### src/rtl/axis_frame_sink_pkg.sv
// Shared types and helpers for axis_frame_sink: FSM state encoding, default
// sizing constants and a saturating counter increment.
package axis_frame_sink_pkg;

  typedef enum logic [1:0] {
    ST_IDLE = 2'd0,
    ST_RECV = 2'd1,
    ST_DROP = 2'd2
  } state_t;

  localparam int unsigned DEF_FRAME_LEN  = 512;
  localparam int unsigned DEF_STAT_WIDTH = 16;

  // Increment v, holding at the all-ones value of a w-bit counter (w <= 32).
  function automatic logic [31:0] sat_inc(input logic [31:0] v, input int unsigned w);
    logic [31:0] max_v;
    max_v = (w >= 32) ? 32'hFFFF_FFFF : ((32'd1 << w) - 32'd1);
    return (v >= max_v) ? max_v : v + 32'd1;
  endfunction

endpackage

### src/rtl/axis_frame_sink.sv
// AXI-Stream frame sink: writes beats into a FIFO port, marks frame starts and
// checks frame length. Length check / DROP state enabled by AXIS_FRAME_SINK_LEN_CHECK_EN.
module axis_frame_sink
  import axis_frame_sink_pkg::*;
#(
  parameter int unsigned DATA_WIDTH = 32,
  parameter int unsigned KEEP_WIDTH = 1,
  parameter int unsigned FRAME_LEN  = DEF_FRAME_LEN,
  parameter int unsigned CNT_WIDTH  = 10,
  parameter int unsigned STAT_WIDTH = DEF_STAT_WIDTH
) (
  input  logic                  clk,
  input  logic                  rst,
  input  logic                  s_axis_tvalid,
  output logic                  s_axis_tready,
  input  logic [DATA_WIDTH-1:0] s_axis_tdata,
  input  logic [KEEP_WIDTH-1:0] s_axis_tkeep,
  input  logic                  s_axis_tlast,
  output logic                  o_fifo_wr,
  output logic [DATA_WIDTH-1:0] o_fifo_data,
  output logic                  o_fifo_sof,
  input  logic                  i_fifo_full,
  output logic                  o_frame_done,
  output logic                  o_err_short,
  output logic                  o_err_long,
  output logic [STAT_WIDTH-1:0] o_frame_cnt,
  output logic [STAT_WIDTH-1:0] o_err_cnt
);

  localparam logic [CNT_WIDTH-1:0] LEN_C = CNT_WIDTH'(FRAME_LEN);

  state_t                  state_q, state_d;
  logic [CNT_WIDTH-1:0]    cnt_q, cnt_d, n;
  logic                    wr_d, sof_d, done_d, short_d, long_d;
  logic [DATA_WIDTH-1:0]   data_d;
  logic [STAT_WIDTH-1:0]   frame_cnt_d, err_cnt_d;
  logic                    accept;
  logic                    unused_tkeep;

  assign unused_tkeep  = ^s_axis_tkeep;
  // FIFO headroom absorbs the beat accepted in the cycle full rises.
  assign s_axis_tready = ~rst & ((state_q == ST_DROP) | ~i_fifo_full);
  assign accept        = s_axis_tvalid & s_axis_tready;
  assign n             = cnt_q + CNT_WIDTH'(1);

  always_ff @(posedge clk or posedge rst) begin
    if (rst) begin
      state_q      <= ST_IDLE;
      cnt_q        <= '0;
      o_fifo_wr    <= 1'b0;
      o_fifo_data  <= '0;
      o_fifo_sof   <= 1'b0;
      o_frame_done <= 1'b0;
      o_err_short  <= 1'b0;
      o_err_long   <= 1'b0;
      o_frame_cnt  <= '0;
      o_err_cnt    <= '0;
    end else begin
      state_q      <= state_d;
      cnt_q        <= cnt_d;
      o_fifo_wr    <= wr_d;
      o_fifo_data  <= data_d;
      o_fifo_sof   <= sof_d;
      o_frame_done <= done_d;
      o_err_short  <= short_d;
      o_err_long   <= long_d;
      o_frame_cnt  <= frame_cnt_d;
      o_err_cnt    <= err_cnt_d;
    end
  end

  always_comb begin
    state_d = state_q;
    cnt_d   = cnt_q;
    wr_d    = 1'b0;
    data_d  = o_fifo_data;
    sof_d   = 1'b0;
    done_d  = 1'b0;
    short_d = 1'b0;
    long_d  = 1'b0;
`ifdef AXIS_FRAME_SINK_LEN_CHECK_EN
    case (state_q)
      ST_IDLE: begin
        if (accept) begin
          wr_d   = 1'b1;
          data_d = s_axis_tdata;
          sof_d  = 1'b1;
          cnt_d  = CNT_WIDTH'(1);
          if (s_axis_tlast) begin
            done_d  = (FRAME_LEN == 1);
            short_d = (FRAME_LEN != 1);
            cnt_d   = '0;
          end else if (FRAME_LEN == 1) begin
            long_d  = 1'b1;
            state_d = ST_DROP;
          end else begin
            state_d = ST_RECV;
          end
        end
      end
      ST_RECV: begin
        if (accept) begin
          wr_d   = 1'b1;
          data_d = s_axis_tdata;
          cnt_d  = n;
          if (s_axis_tlast) begin
            done_d  = (n == LEN_C);
            short_d = (n != LEN_C);
            cnt_d   = '0;
            state_d = ST_IDLE;
          end else if (n == LEN_C) begin
            long_d  = 1'b1;
            state_d = ST_DROP;
          end
        end
      end
      ST_DROP: begin
        if (accept && s_axis_tlast) begin
          cnt_d   = '0;
          state_d = ST_IDLE;
        end
      end
      default: begin
        cnt_d   = '0;
        state_d = ST_IDLE;
      end
    endcase
`else
    // Without length checking the count only identifies the first word of a frame.
    if (accept) begin
      wr_d   = 1'b1;
      data_d = s_axis_tdata;
      sof_d  = (cnt_q == '0);
      done_d = s_axis_tlast;
      cnt_d  = s_axis_tlast ? '0 : ((cnt_q == LEN_C) ? cnt_q : n);
    end
`endif
    frame_cnt_d = done_d ? STAT_WIDTH'(sat_inc(32'(o_frame_cnt), STAT_WIDTH)) : o_frame_cnt;
    err_cnt_d   = (short_d | long_d) ? STAT_WIDTH'(sat_inc(32'(o_err_cnt), STAT_WIDTH))
                                     : o_err_cnt;
  end

endmodule

### config.mk
export PLATFORM = sky130hd
export DESIGN_NAME = axis_frame_sink
export DESIGN_NICKNAME = d
export VERILOG_FILES = /design/src/rtl/axis_frame_sink_pkg.sv /design/src/rtl/axis_frame_sink.sv
export SDC_FILE = /design/constraint.sdc
export NUM_CORES = 1
export LEC_CHECK = 0
export ABC_AREA = 1
export BUFFER_PORTS_ARGS = -buffer_cell sky130_fd_sc_hd__buf_4
export CORE_MARGIN = 1.5
export CORE_UTILIZATION = 50
export DETAILED_ROUTE_END_ITERATION = 6
export GPL_ROUTABILITY_DRIVEN = 1
export GPL_TIMING_DRIVEN = 1
export PLACE_DENSITY = 0.79
export SKIP_CTS_REPAIR_TIMING = 1
export SYNTH_ARGS = -nofsm -noshare
export SYNTH_HDL_FRONTEND = slang
export SYNTH_SLANG_ARGS = --single-unit
### constraint.sdc
create_clock -name clk -period 2.25 [get_ports clk]
set_clock_uncertainty 0.05 [all_clocks]
set_input_delay 0.45 -clock clk [delete_from_list [all_inputs] [get_ports clk]]
set_output_delay 0.45 -clock clk [all_outputs]
set_load 0.005 [all_outputs]
* Yosys cells after proc, flatten, opt, wreduce, memory -nomap -nowiden
Cells that the tools add are included.
Word-level totals: output and inout bits 70, bits in writable memories 0, ROM bits 0, word-level logic and storage cells 23, memories 0, bits in latches 0, register bits after elaboration 61, bits of input ports 38
Cells by class: multiplexer cells 6, equality and inequality tests 2, order comparisons 1, add/subtract/negate cells 2, div/mod/pow operators 0, reductions and logical operators 2, bitwise operators 4, shifts and indexed selects 0, multipliers 0
Operators by type and width (number):
- 10-bit two-way mux | 2
- 16-bit by 1-bit adder with 16-bit output, second input constant | 1
- 16-bit >= comparator, second input constant | 1
- 16-bit two-way mux | 1
- 10-bit by 1-bit adder with 10-bit output, second input constant | 1
- 10-bit equality test, second input constant | 1
- 10-bit logical NOT | 1
- 1-bit two-way mux | 3
- 1-bit bitwise AND | 2
- 2-bit != test, second input constant | 1
- 1-bit NOT | 2
- 2-bit AND reduction | 1

* Longest topological paths before layout
Gate-level depths: netlist of the first run.
depth in word-level cells 4, gate-level depth with buffers 9, gate-level depth less buffers 8

* Worst setup path before layout of the first run
OpenSTA, ideal clock, no wires.
path kind reg-to-reg, start register o_frame_cnt[0], end register o_frame_cnt[13], data required time 2.133 ns, clock period less this slack 1.417 ns, data arrival time 1.299 ns, library setup time 0.067 ns, stages on the path, launching flop included 9, buffers on the path 1, path slack 0.833 ns, cells stage by stage dfrtp_1 > ha_1 > inv_1 > nor2_1 > nand2_1 > nor2_4 > nand4_4 > buf_6 > nand3_2
Between the ends: longest elaborated chain between the ends 2, elaborated cells between the ends (all ways) 3, classes of those cells 1 x add/sub; 1 x order compare; 1 x mux
Ends and longest elaborated chain:
- start, declared | RTL line axis_frame_sink.sv:26 | output logic [STAT_WIDTH-1:0] o_frame_cnt,
- start signal, assigned | RTL line axis_frame_sink.sv:67 | o_frame_cnt <= frame_cnt_d;
- 16-bit by 1-bit adder with 16-bit output or 16-bit >= comparator (tied branches) | RTL line axis_frame_sink_pkg.sv:18 | return (v >= max_v) ? max_v : v + 32'd1;
- 16-bit two-way mux (*) | RTL line axis_frame_sink_pkg.sv:18
Mark *: on every way between the ends. The rest lies on a longest branch, timed or not. A chain may end at the register's enable or synchronous reset.

* Worst setup path in the final report of the first run
start register o_frame_cnt[1], end register o_frame_cnt[14]
The elaborated chain is that of the path after synthesis.

==> results of run 1 <==
## flip-flops by register name, summed over array words and instances (netlist names)
register	count
o_fifo_data	32
o_frame_cnt	16
cnt_q	10
o_fifo_sof	1
o_fifo_wr	1
o_frame_done	1
## report_power, final
| part | switching, uW | internal [uW] |
|---|---|---|
| clock | 418 | 727 |
| sequential | 116 | 1230 |
| combinational | 249 | 296 |
| total | 782 | 2260 |
## final cells by class
type | count | area [sq um]
Tap cell | 75 | 93.8
Multi-Input combinational cell | 288 | 1290
Timing Repair Buffer | 94 | 718
Inverter | 34 | 128
Clock inverter | 5 | 100
Clock buffer | 10 | 128
Fill cell | 484 | 1930
Sequential cell | 61 | 1530
## logic make-up (layout without fill, tap and decap cells)
group           Yosys count  in the layout  share of synthesized area [%]
flops                    61             61                           49.6
simple gates            245            245                           34.4
buf+inv                  62            143                           10.5
fa+ha+maj                 3              3                           1.22
xor+xnor                  4              4                           1.14
other cells               1             18                          0.122
compound gates           18             18                           3.09
## layer usage
metal,wire length [microns],vias to the layer above
li1,-,1377
met1,2900,1320
met2,3300,100
met3,547,12
met4,95,0
met5,0,-
## path summary, 6_finish.rpt
kind | cells after the start | startpoint | slack [ns] | end
worst max-delay path | 7 | o_frame_cnt[1] | 0.63 | o_frame_cnt[14]
worst min-delay path | 2 | rst | 0.07 | o_frame_cnt[4]
worst max register to register | 7 | o_frame_cnt[1] | 0.63 | o_frame_cnt[14]
worst min register to register | 2 | o_fifo_data[27] | 0.43 | o_fifo_data[27]
max in group asynchronous | 3 | rst | 1.57 | o_fifo_data[7]
min in group clk | 3 | s_axis_tdata[13] | 0.26 | o_fifo_data[13]
## cell usage after synthesis
| cell type | count | area, sq um |
|---|---|---|
| a21oi_1 | 1 | 5.00 |
| nand2_1 | 167 | 627 |
| or2_2 | 1 | 6.26 |
| nand4_1 | 5 | 31.3 |
| buf_6 | 2 | 22.5 |
| buf_4 | 19 | 143 |
| dfrtp_1 | 61 | 1530 |
| ha_1 | 3 | 37.5 |
| xnor2_1 | 3 | 26.3 |
| nand3_2 | 3 | 30.0 |
| nand3b_1 | 1 | 7.51 |
| inv_2 | 4 | 15.0 |
| o21ai_0 | 4 | 20.0 |
| nand4_4 | 1 | 21.3 |
| o21bai_1 | 1 | 7.51 |
| inv_1 | 29 | 109 |
| buf_2 | 4 | 20.0 |
| conb_1 | 1 | 3.75 |
| o31ai_1 | 1 | 7.51 |
| nand2_2 | 2 | 12.5 |
| nor3_1 | 6 | 30.0 |
| nand3_4 | 1 | 17.5 |
| nand3_1 | 29 | 145 |
| nor2_1 | 26 | 97.6 |
| xor2_1 | 1 | 8.76 |
| clkinv_1 | 1 | 3.75 |
| nor2_4 | 2 | 22.5 |
| o21ai_1 | 11 | 55.1 |
| nor3_2 | 1 | 10.0 |
| clkbuf_1 | 3 | 11.3 |
## per-stage QoR
step           hold slack [ns]  utilization (%)  std cells  worst slack [ns]
5_1_grt                 0.0833             67.4        567             0.480
6_report                0.0705             67.4        567             0.628
3_3_place_gp             0.414             63.5        552             0.566
2_1_floorplan            0.420                -        411             0.237
3_5_place_dp             0.417             63.5        552             0.513
4_1_cts                 0.0776             67.4        567             0.606
==> metrics.txt, run 1 <==
Crit path arrival time 1.83 ns; H-tree levels 3; synth unique cells 30; top cell family by delay on the critical path simple AND/OR/NAND/NOR gates; port bufs about 90; Post-DRT Antenna Nets 0; Syn Inst Count approximately 390; Synth warnings 0; Die Width approximately 81 microns; 1st-pass router iterations 4; Critical path buffers and inverters 1; die area about 6600 sq um; final max-slew violation count 0; GP Congestion 0.823; final net count approximately 530; cts bufs inserted 9; post-detailed-route via-to-cell ratio 4.95; met3 Use GR 7.33%; flop and latch count out of synthesis 61; Worst Hold Class in -> async; Setup CP Type reg -> reg; Most Crowded Layer GR met2; CP Launch Type flop; initial antenna violation count 0; RSZ-0062 raised after global routing false; Final Hold Fails 0; DRC errors left 0; routing usage on met2 ~35%; power density of the placed cells approximately 760 nW/um^2; # diodes 0; die height approximately 81 microns; Max VDD drop roughly 420 uV; Post-Place Cell Area 3760 sq um; CTS Buffer Depth 2; fmax 616 MHz; synthesized area per cell 7.82 sq um; Post-DP HPWL around 5000 microns; Routed WL about 6800 microns; Design Power ~3000 uW; pin count of the biggest net entering global routing 34; later-pin clock latency in the skew report ~0.33 ns; fin area 3990 sq um; vias around 2,800; Initial Util between 50% and 60%; CP Cell Sequence ha_1, inv_1, nor2_1, nand2_1, nor2_4, nand4_4, nand3_1; starting DRC count in detailed routing 105; WL/cell 12.1 microns; total track usage a little over a fifth; status complete, no violations; vias in the first global route around 2,500; critical path endpoint category flop; Leakage 0.00217 uW; grt total ovfl 0; first-pass GRT wire length approximately 11,000 microns; period utilization 72.1%; most frequent cells in the layout nand2_1, buf_4, dfrtp_1, nand3_1, inv_1; Core Box Area a little under 6000 sq um; Critical Path RT 2.45 ns; Worst-path clk slew ~0.07 ns; max cap viols 0; Final Setup Violations 0; row count 28; share of layout cells above drive strength 1 approximately 25%; Setup TNS Final 0 ns; crit-path max FO 14; final worst path period need around 1.6 ns; clock sink count 61; CTS tree built; Seq/Total Area, Yosys about half; CP max stage delay approximately 0.42 ns; Mapped Area around 3100 sq um; io pins roughly 110; commonest non-fill, non-tap cell in the layout nand2_1; grt met1 use between 20% and 30%; CP max stage cell dfrtp_1; root buf cell clkbuf_8; Area Overhead vs Synth 29.4%
Power figures use the tool's default switching activity.
==> run 2, diff against run 1 <==
==> constraint.sdc (replaced) <==
create_clock -name clk -period 1.7 [get_ports clk]
set_clock_uncertainty 0.05 [all_clocks]
set_input_delay 0.34 -clock clk [delete_from_list [all_inputs] [get_ports clk]]
set_output_delay 0.34 -clock clk [all_outputs]
set_load 0.005 [all_outputs]
==> run 2 against run 1 <==
  * Worst setup slack got worse by 0.45 ns
  * Maximum frequency rose by 6.6%
  * Utilization rose by 0.57 points
  * Wire length rose by 2.7%
  * Register-to-register slack got worse by 0.45 ns
  * Combinational power rose by 41%
  * Non-clock buffer count rose by 3
==> metrics.txt, run 2 (synthesized netlist as in run 1, its figures left out) <==
status complete, no violations (unchanged); most frequent cells in the layout nand2_1, buf_4, dfrtp_1, nand3_1, inv_1 (unchanged); initial antenna violation count 0 (unchanged); final worst path period need 1.52 ns (was 1.62 ns); io pins 108 (unchanged); die height 81.5 microns (unchanged); top cell family by delay on the critical path simple AND/OR/NAND/NOR gates (unchanged); Slew headroom roughly two thirds; Max VDD drop 758 uV (was 425 uV); critical path endpoint category flop (unchanged); CP Cell Sequence ha_1, inv_1, nor2_1, nand2_1, nor2_4, nand2_1, o21ai_1, nand2_1 (was ha_1, inv_1, nor2_1, nand2_1, nor2_4, nand4_4, nand3_1); final net count 533 (was 529); Final Worst Setup Slack 0.178 ns (was 0.628 ns); vias in the first global route 2,616 (was 2,497); Final Hold Fails 0 (unchanged); CP max stage delay 0.35 ns (was 0.42 ns); Top cell by count, worst path nand2_1; sequential standard cell area 1530 sq um (unchanged); final max-slew violation count 0 (unchanged); clock sink count 61 (unchanged); CP Launch Type flop (unchanged); biggest regs o_fifo_data (32), o_frame_cnt (16), cnt_q (10) (unchanged); Die Width 81.5 microns (unchanged); 1st-pass router iterations 4 (unchanged); CTS tree built (unchanged); share of layout cells above drive strength 1 26.0% (was 25.2%); cts bufs inserted 9 (unchanged); Crit path arrival time 1.69 ns (was 1.83 ns); root buf cell clkbuf_8 (unchanged); commonest non-fill, non-tap cell in the layout nand2_1 (unchanged); port bufs 88 (unchanged); GP Congestion 0.820 (was 0.823); Finished Core Util 67.9% (was 67.4%); Worst-path clk slew 0.07 ns (about the same); Critical Path RT 1.87 ns (was 2.45 ns); Critical path buffers and inverters 1 (unchanged); Setup CP Type reg -> reg (unchanged); dpl ws 0.144 ns (was 0.513 ns); Filler cells 493 (was 484); crit-path max FO 7 (was 14); Leakage 0.00220 uW (was 0.00217 uW); period utilization 89.5% (was 72.1%); Worst Hold Class in -> async (unchanged); Tightest Pin Transition just over 0.5 ns; die area 6640 sq um (unchanged); Post-DRT Antenna Nets 0 (unchanged); first-pass GRT wire length 11,400 microns (was 11,100 microns); Final Setup Violations 0 (unchanged); reg2reg setup slack 0.18 ns (was 0.63 ns); power density of the placed cells 984 nW/um^2 (was 762 nW/um^2); fmax 657 MHz (was 616 MHz); Area Overhead vs Synth 30.5% (was 29.4%); post-detailed-route via-to-cell ratio 4.88 (was 4.95); RSZ-0062 raised after global routing true (was false); Post-DP HPWL 4930 microns (was 4940 microns); CTS Buffer Depth 2 (unchanged); starting DRC count in detailed routing 145 (was 105); Initial Util 52.0% (unchanged); max reg flops 32 (unchanged); max cap viols 0 (unchanged); Routed WL 7030 microns (was 6840 microns); H-tree levels 3 (unchanged); Core Box Area 5920 sq um (unchanged); grt total ovfl 0 (unchanged); DRC errors left 0 (unchanged); WL/cell 12.3 microns (was 12.1 microns); total track usage 22.7% (was 21.8%); row count 28 (unchanged); # diodes 0 (unchanged); pin count of the biggest net entering global routing 41 (was 34); later-pin clock latency in the skew report 0.33 ns (about the same); multi-input logic area 1330 sq um (was 1290 sq um); largest register by flop count o_fifo_data (unchanged); vias 2,789 (was 2,809); CP max stage cell dfrtp_1 (unchanged)
[run 2: cell types whose count changed in the layout (fill, tap and decap cells not counted)]
cell / delta
nor3_4: +1
nand4_4: +1
clkinvlp_4: +1
buf_4: +4
bufinv_16: -1
nor3_2: -1
nand2_2: -1
clkinv_4: +2
buf_12: -1
inv_2: -1
nand2_4: +1
[run 2: per-layer routing]
layer / part of all wire [%] / routed length, microns / vias up / track usage (%)
met2: 49 / 3430 / 109 / 36.0
met5: 0 / 0 / - / 0
met3: 8.8 / 620 / 8 / 10.2
met4: 1.3 / 92 / 0 / 7.76
li1: - / - / 1392 / -
met1: 41 / 2890 / 1280 / 27.3
[run 2: layout make-up]
type / count / share of cell area, %
Clock buffer: 10 / 3.17
Clock inverter: 6 / 2.18
Inverter: 34 / 3.27
Multi-Input combinational cell: 289 / 33.0
Sequential cell: 61 / 38.0
Tap cell: 75 / 2.33
Timing Repair Buffer: 97 / 18.1
[run 2: report_power, final]
part | total [uW] | switching, uW | internal (uW)
Combinational | 766 | 358 | 408
Sequential | 1780 | 148 | 1630
Clock | 1410 | 585 | 826
[run 2: worst register-to-register path, stage by stage, from the launching register on]
cell,delay (ns)
dfrtp_1,0.35
ha_1,0.21
inv_1,0.09
nor2_1,0.10
nand2_1,0.08
nor2_4,0.22
nand2_1,0.10
o21ai_1,0.13
nand2_1,0.07
[run 2: path summary, 6_finish.rpt]
path	from	end	cells past startpoint
worst max register to register	o_frame_cnt[1]	o_frame_cnt[12]	8
worst min-delay path	rst	o_fifo_data[18]	3
worst max-delay path	o_frame_cnt[1]	o_frame_cnt[12]	8
worst min register to register	o_fifo_data[11]	o_fifo_data[11]	2
min in group clk	s_axis_tdata[8]	o_fifo_data[8]	3
max in group asynchronous	rst	o_fifo_data[6]	3
[run 2: through the flow]
| step | total power (uW) | instances | cell area [sq um] | TNS, ns | hold WS [ns] |
|---|---|---|---|---|---|
| 2_1_floorplan | 2140 | 411 | 3150 | 0 | 0.400 |
| 3_3_place_gp | 2520 | 555 | 3770 | 0 | 0.389 |
| 3_5_place_dp | 2560 | 555 | 3770 | 0 | 0.399 |
| 4_1_cts | 3990 | 571 | 3990 | 0 | 0.0302 |
| 5_1_grt | 4190 | 572 | 4020 | -0.00539 | 0.0293 |
| 6_report | 3960 | 572 | 4020 | 0 | 0.0337 |
==> run 3, diff against run 2 <==
--- a/config.mk
+++ b/config.mk
@@ -7,6 +7,7 @@
 export LEC_CHECK = 0
 export ABC_AREA = 1
 export BUFFER_PORTS_ARGS = -buffer_cell sky130_fd_sc_hd__buf_4
+export CORE_ASPECT_RATIO = 1.25
 export CORE_MARGIN = 1.5
 export CORE_UTILIZATION = 50
 export DETAILED_ROUTE_END_ITERATION = 6
==> run 3 against run 2 <==
  * Sequential share of layout area barely moved
  * Utilization rose by 0.68 points
  * Count of clock-buffer cells in the layout fell by 1
  * Power fell by 4.4%
  * Combinational power fell by 7.0%
  * Via count fell by 0.47%
  * First-iteration DRC count fell by 13%
  * Clock power fell by 9%
  * Worst setup slack got worse by 0.073 ns
  * Register-to-register slack got worse by 0.07 ns
  * Non-clock buffer count fell by 3
  * Global-route usage rose by 0.33 points
  * Critical path type unchanged
==> metrics.txt, run 3 (synthesized netlist as in run 1, its figures left out) <==
final max-slew violation count 0 (unchanged); 1st-pass router iterations 6 (was 4); Leakage 0.00218 uW (was 0.00220 uW); post-detailed-route via-to-cell ratio 4.82 (was 4.88); # diodes 0 (unchanged); CP startpoint o_frame_cnt[0] (was o_frame_cnt[1]); CTS Buffer Depth 2 (unchanged); most frequent cells in the layout nand2_1, buf_4, dfrtp_1, nand3_1, inv_1 (unchanged); Area Overhead vs Synth 30.4% (was 30.5%); Filler cells 483 (was 493); Reg power frac 47.3% (was 45.0%); met2 routed WL 3400 microns (was 3430 microns); commonest non-fill, non-tap cell in the layout nand2_1 (unchanged); Routed WL 6790 microns (was 7030 microns); largest register by flop count o_fifo_data (unchanged); GP Congestion 0.843 (was 0.820); initial antenna violation count 0 (unchanged); Max VDD drop 594 uV (was 758 uV); total track usage 23.0% (was 22.7%); max cap viols 0 (unchanged); RR Endpoint o_frame_cnt[13] (was o_frame_cnt[12]); Placed Cells 558 (was 555); RR Startpoint o_frame_cnt[0] (was o_frame_cnt[1]); met3 WL post-DR 425 microns (was 620 microns); H-tree levels 3 (unchanged); Switching Fraction 28.6% (was 27.6%); crit-path max FO 7 (unchanged); cts bufs inserted 9 (unchanged); fmax 627 MHz (was 657 MHz); Setup CP Type reg -> reg (unchanged); CP endpoint o_frame_cnt[13] (was o_frame_cnt[12]); Worst-path clk slew 0.07 ns (about the same); pin count of the biggest net entering global routing 62 (was 41); vias in the first global route 2,865 (was 2,616); Crit path arrival time 1.81 ns (was 1.69 ns); Psw 1080 uW (was 1090 uW); status complete, no violations (unchanged); critical path endpoint category flop (unchanged); Die Width 73.2 microns (was 81.5 microns); max reg flops 32 (unchanged); die area 6640 sq um (about the same); reg2reg setup slack 0.11 ns (was 0.18 ns); port bufs 88 (unchanged); final worst path period need 1.59 ns (was 1.52 ns); FF-to-FF path depth 8 (unchanged); Clock power frac 33.9% (was 35.7%); biggest regs o_fifo_data (32), o_frame_cnt (16), cnt_q (10) (unchanged); CP Cell Sequence ha_1, inv_1, nor2_1, nand2_1, nor2_4, buf_12, nand4_4, nand3_2 (was ha_1, inv_1, nor2_1, nand2_1, nor2_4, nand2_1, o21ai_1, nand2_1); Core Box Area 5860 sq um (was 5920 sq um); Final Setup Violations 0 (unchanged); Highest Signal Layer met4 (unchanged); WL met1 2860 microns (was 2890 microns); Initial Util 52.6% (was 52.0%); internal power 2700 uW (was 2870 uW); later-pin clock latency in the skew report 0.33 ns (about the same); WL/cell 11.8 microns (was 12.3 microns); final non-filler cell total 576 (was 572); Post-DP HPWL 4830 microns (was 4930 microns); first-pass GRT wire length 12,100 microns (was 11,400 microns); starting DRC count in detailed routing 126 (was 145); io pins 108 (unchanged); CTS tree built (unchanged); Logic pwr share 18.8% (was 19.4%); Final Hold Fails 0 (unchanged); share of layout cells above drive strength 1 25.9% (was 26.0%); CP max stage cell dfrtp_1 (unchanged); period utilization 93.8% (was 89.5%); Post-DRT Antenna Nets 0 (unchanged); vias 2,776 (was 2,789); final net count 530 (was 533); row count 31 (was 28); Worst Hold Class in -> async (unchanged); CP Launch Type flop (unchanged); DRC errors left 0 (unchanged); Finished Core Util 68.6% (was 67.9%); root buf cell clkbuf_8 (unchanged); clock sink count 61 (unchanged); CP max stage delay 0.42 ns (was 0.35 ns); Critical Path RT 1.92 ns (was 1.87 ns); die height 90.8 microns (was 81.5 microns); power density of the placed cells 942 nW/um^2 (was 984 nW/um^2); grt total ovfl 0 (unchanged)
-- run 3: cell count changes in the layout (fill, tap and decap cells not counted), sizes merged --
cell | before | now
buf | 97 | 94
bufinv | 2 | 1
clkbuf | 10 | 9
clkinvlp | 1 | 3
-- run 3: stage by stage --
step                      total power [uW]  hold slack (ns)  worst slack (ns)  instance area, sq um  setup TNS [ns]
after floorplan                       2140            0.400             0.283                  3150               0
after global routing                  4010           0.0751          -0.00838                  4020         -0.0166
final                                 3780           0.0610             0.105                  4020               0
after CTS                             3820           0.0631            0.0478                  3970               0
after detailed placement              2530            0.419            0.0725                  3760               0
after global placement                2500            0.414             0.119                  3760               0
-- run 3: how the worst min path moves through the flow --
stage                         start              end  slack [ns]  cells past startpoint
floorplan                       rst         cnt_q[0]        0.40                      1
detailed placement  o_fifo_data[11]  o_fifo_data[11]        0.42                      2
finish                          rst  o_frame_cnt[11]        0.06                      3
global route                    rst  o_frame_cnt[11]        0.08                      3
global placement    o_fifo_data[31]  o_fifo_data[31]        0.41                      2
CTS                             rst   o_frame_cnt[8]        0.06                      3
-- run 3: cell type report --
cell class / instances / area, sq um / area share (%)
flip-flops and latches: 61 / 1530 / 38.0
inverters: 34 / 131 / 3.27
repair buffers: 94 / 731 / 18.2
multi-input cells: 289 / 1330 / 33.0
clock buffers: 9 / 124 / 3.08
well taps: 82 / 103 / 2.55
clock inverters: 7 / 76.3 / 1.90
-- run 3: critical path, delay by kind of cell (launching register included) --
kind / cells / cell delay (ns)
buffers and inverters: 2 / 0.21
adders and majority gates: 1 / 0.21
and+or+nand+nor: 5 / 0.63
DFF: 1 / 0.42
-- run 3: metal layers --
metal / vias to the layer above / track usage, %
li1: 1384 / -
met1: 1277 / 27.6
met2: 104 / 38.6
met3: 11 / 5.47
met4: 0 / 9.59
met5: - / 0
-- run 3: power by group through the flow --
stage,clock network [uW],logic (uW),registers [uW]
after floorplan,0,336,1800
after global placement,0,703,1800
after detailed placement,0,724,1800
after CTS,1320,723,1790
after global routing,1380,811,1810
final,1280,712,1790
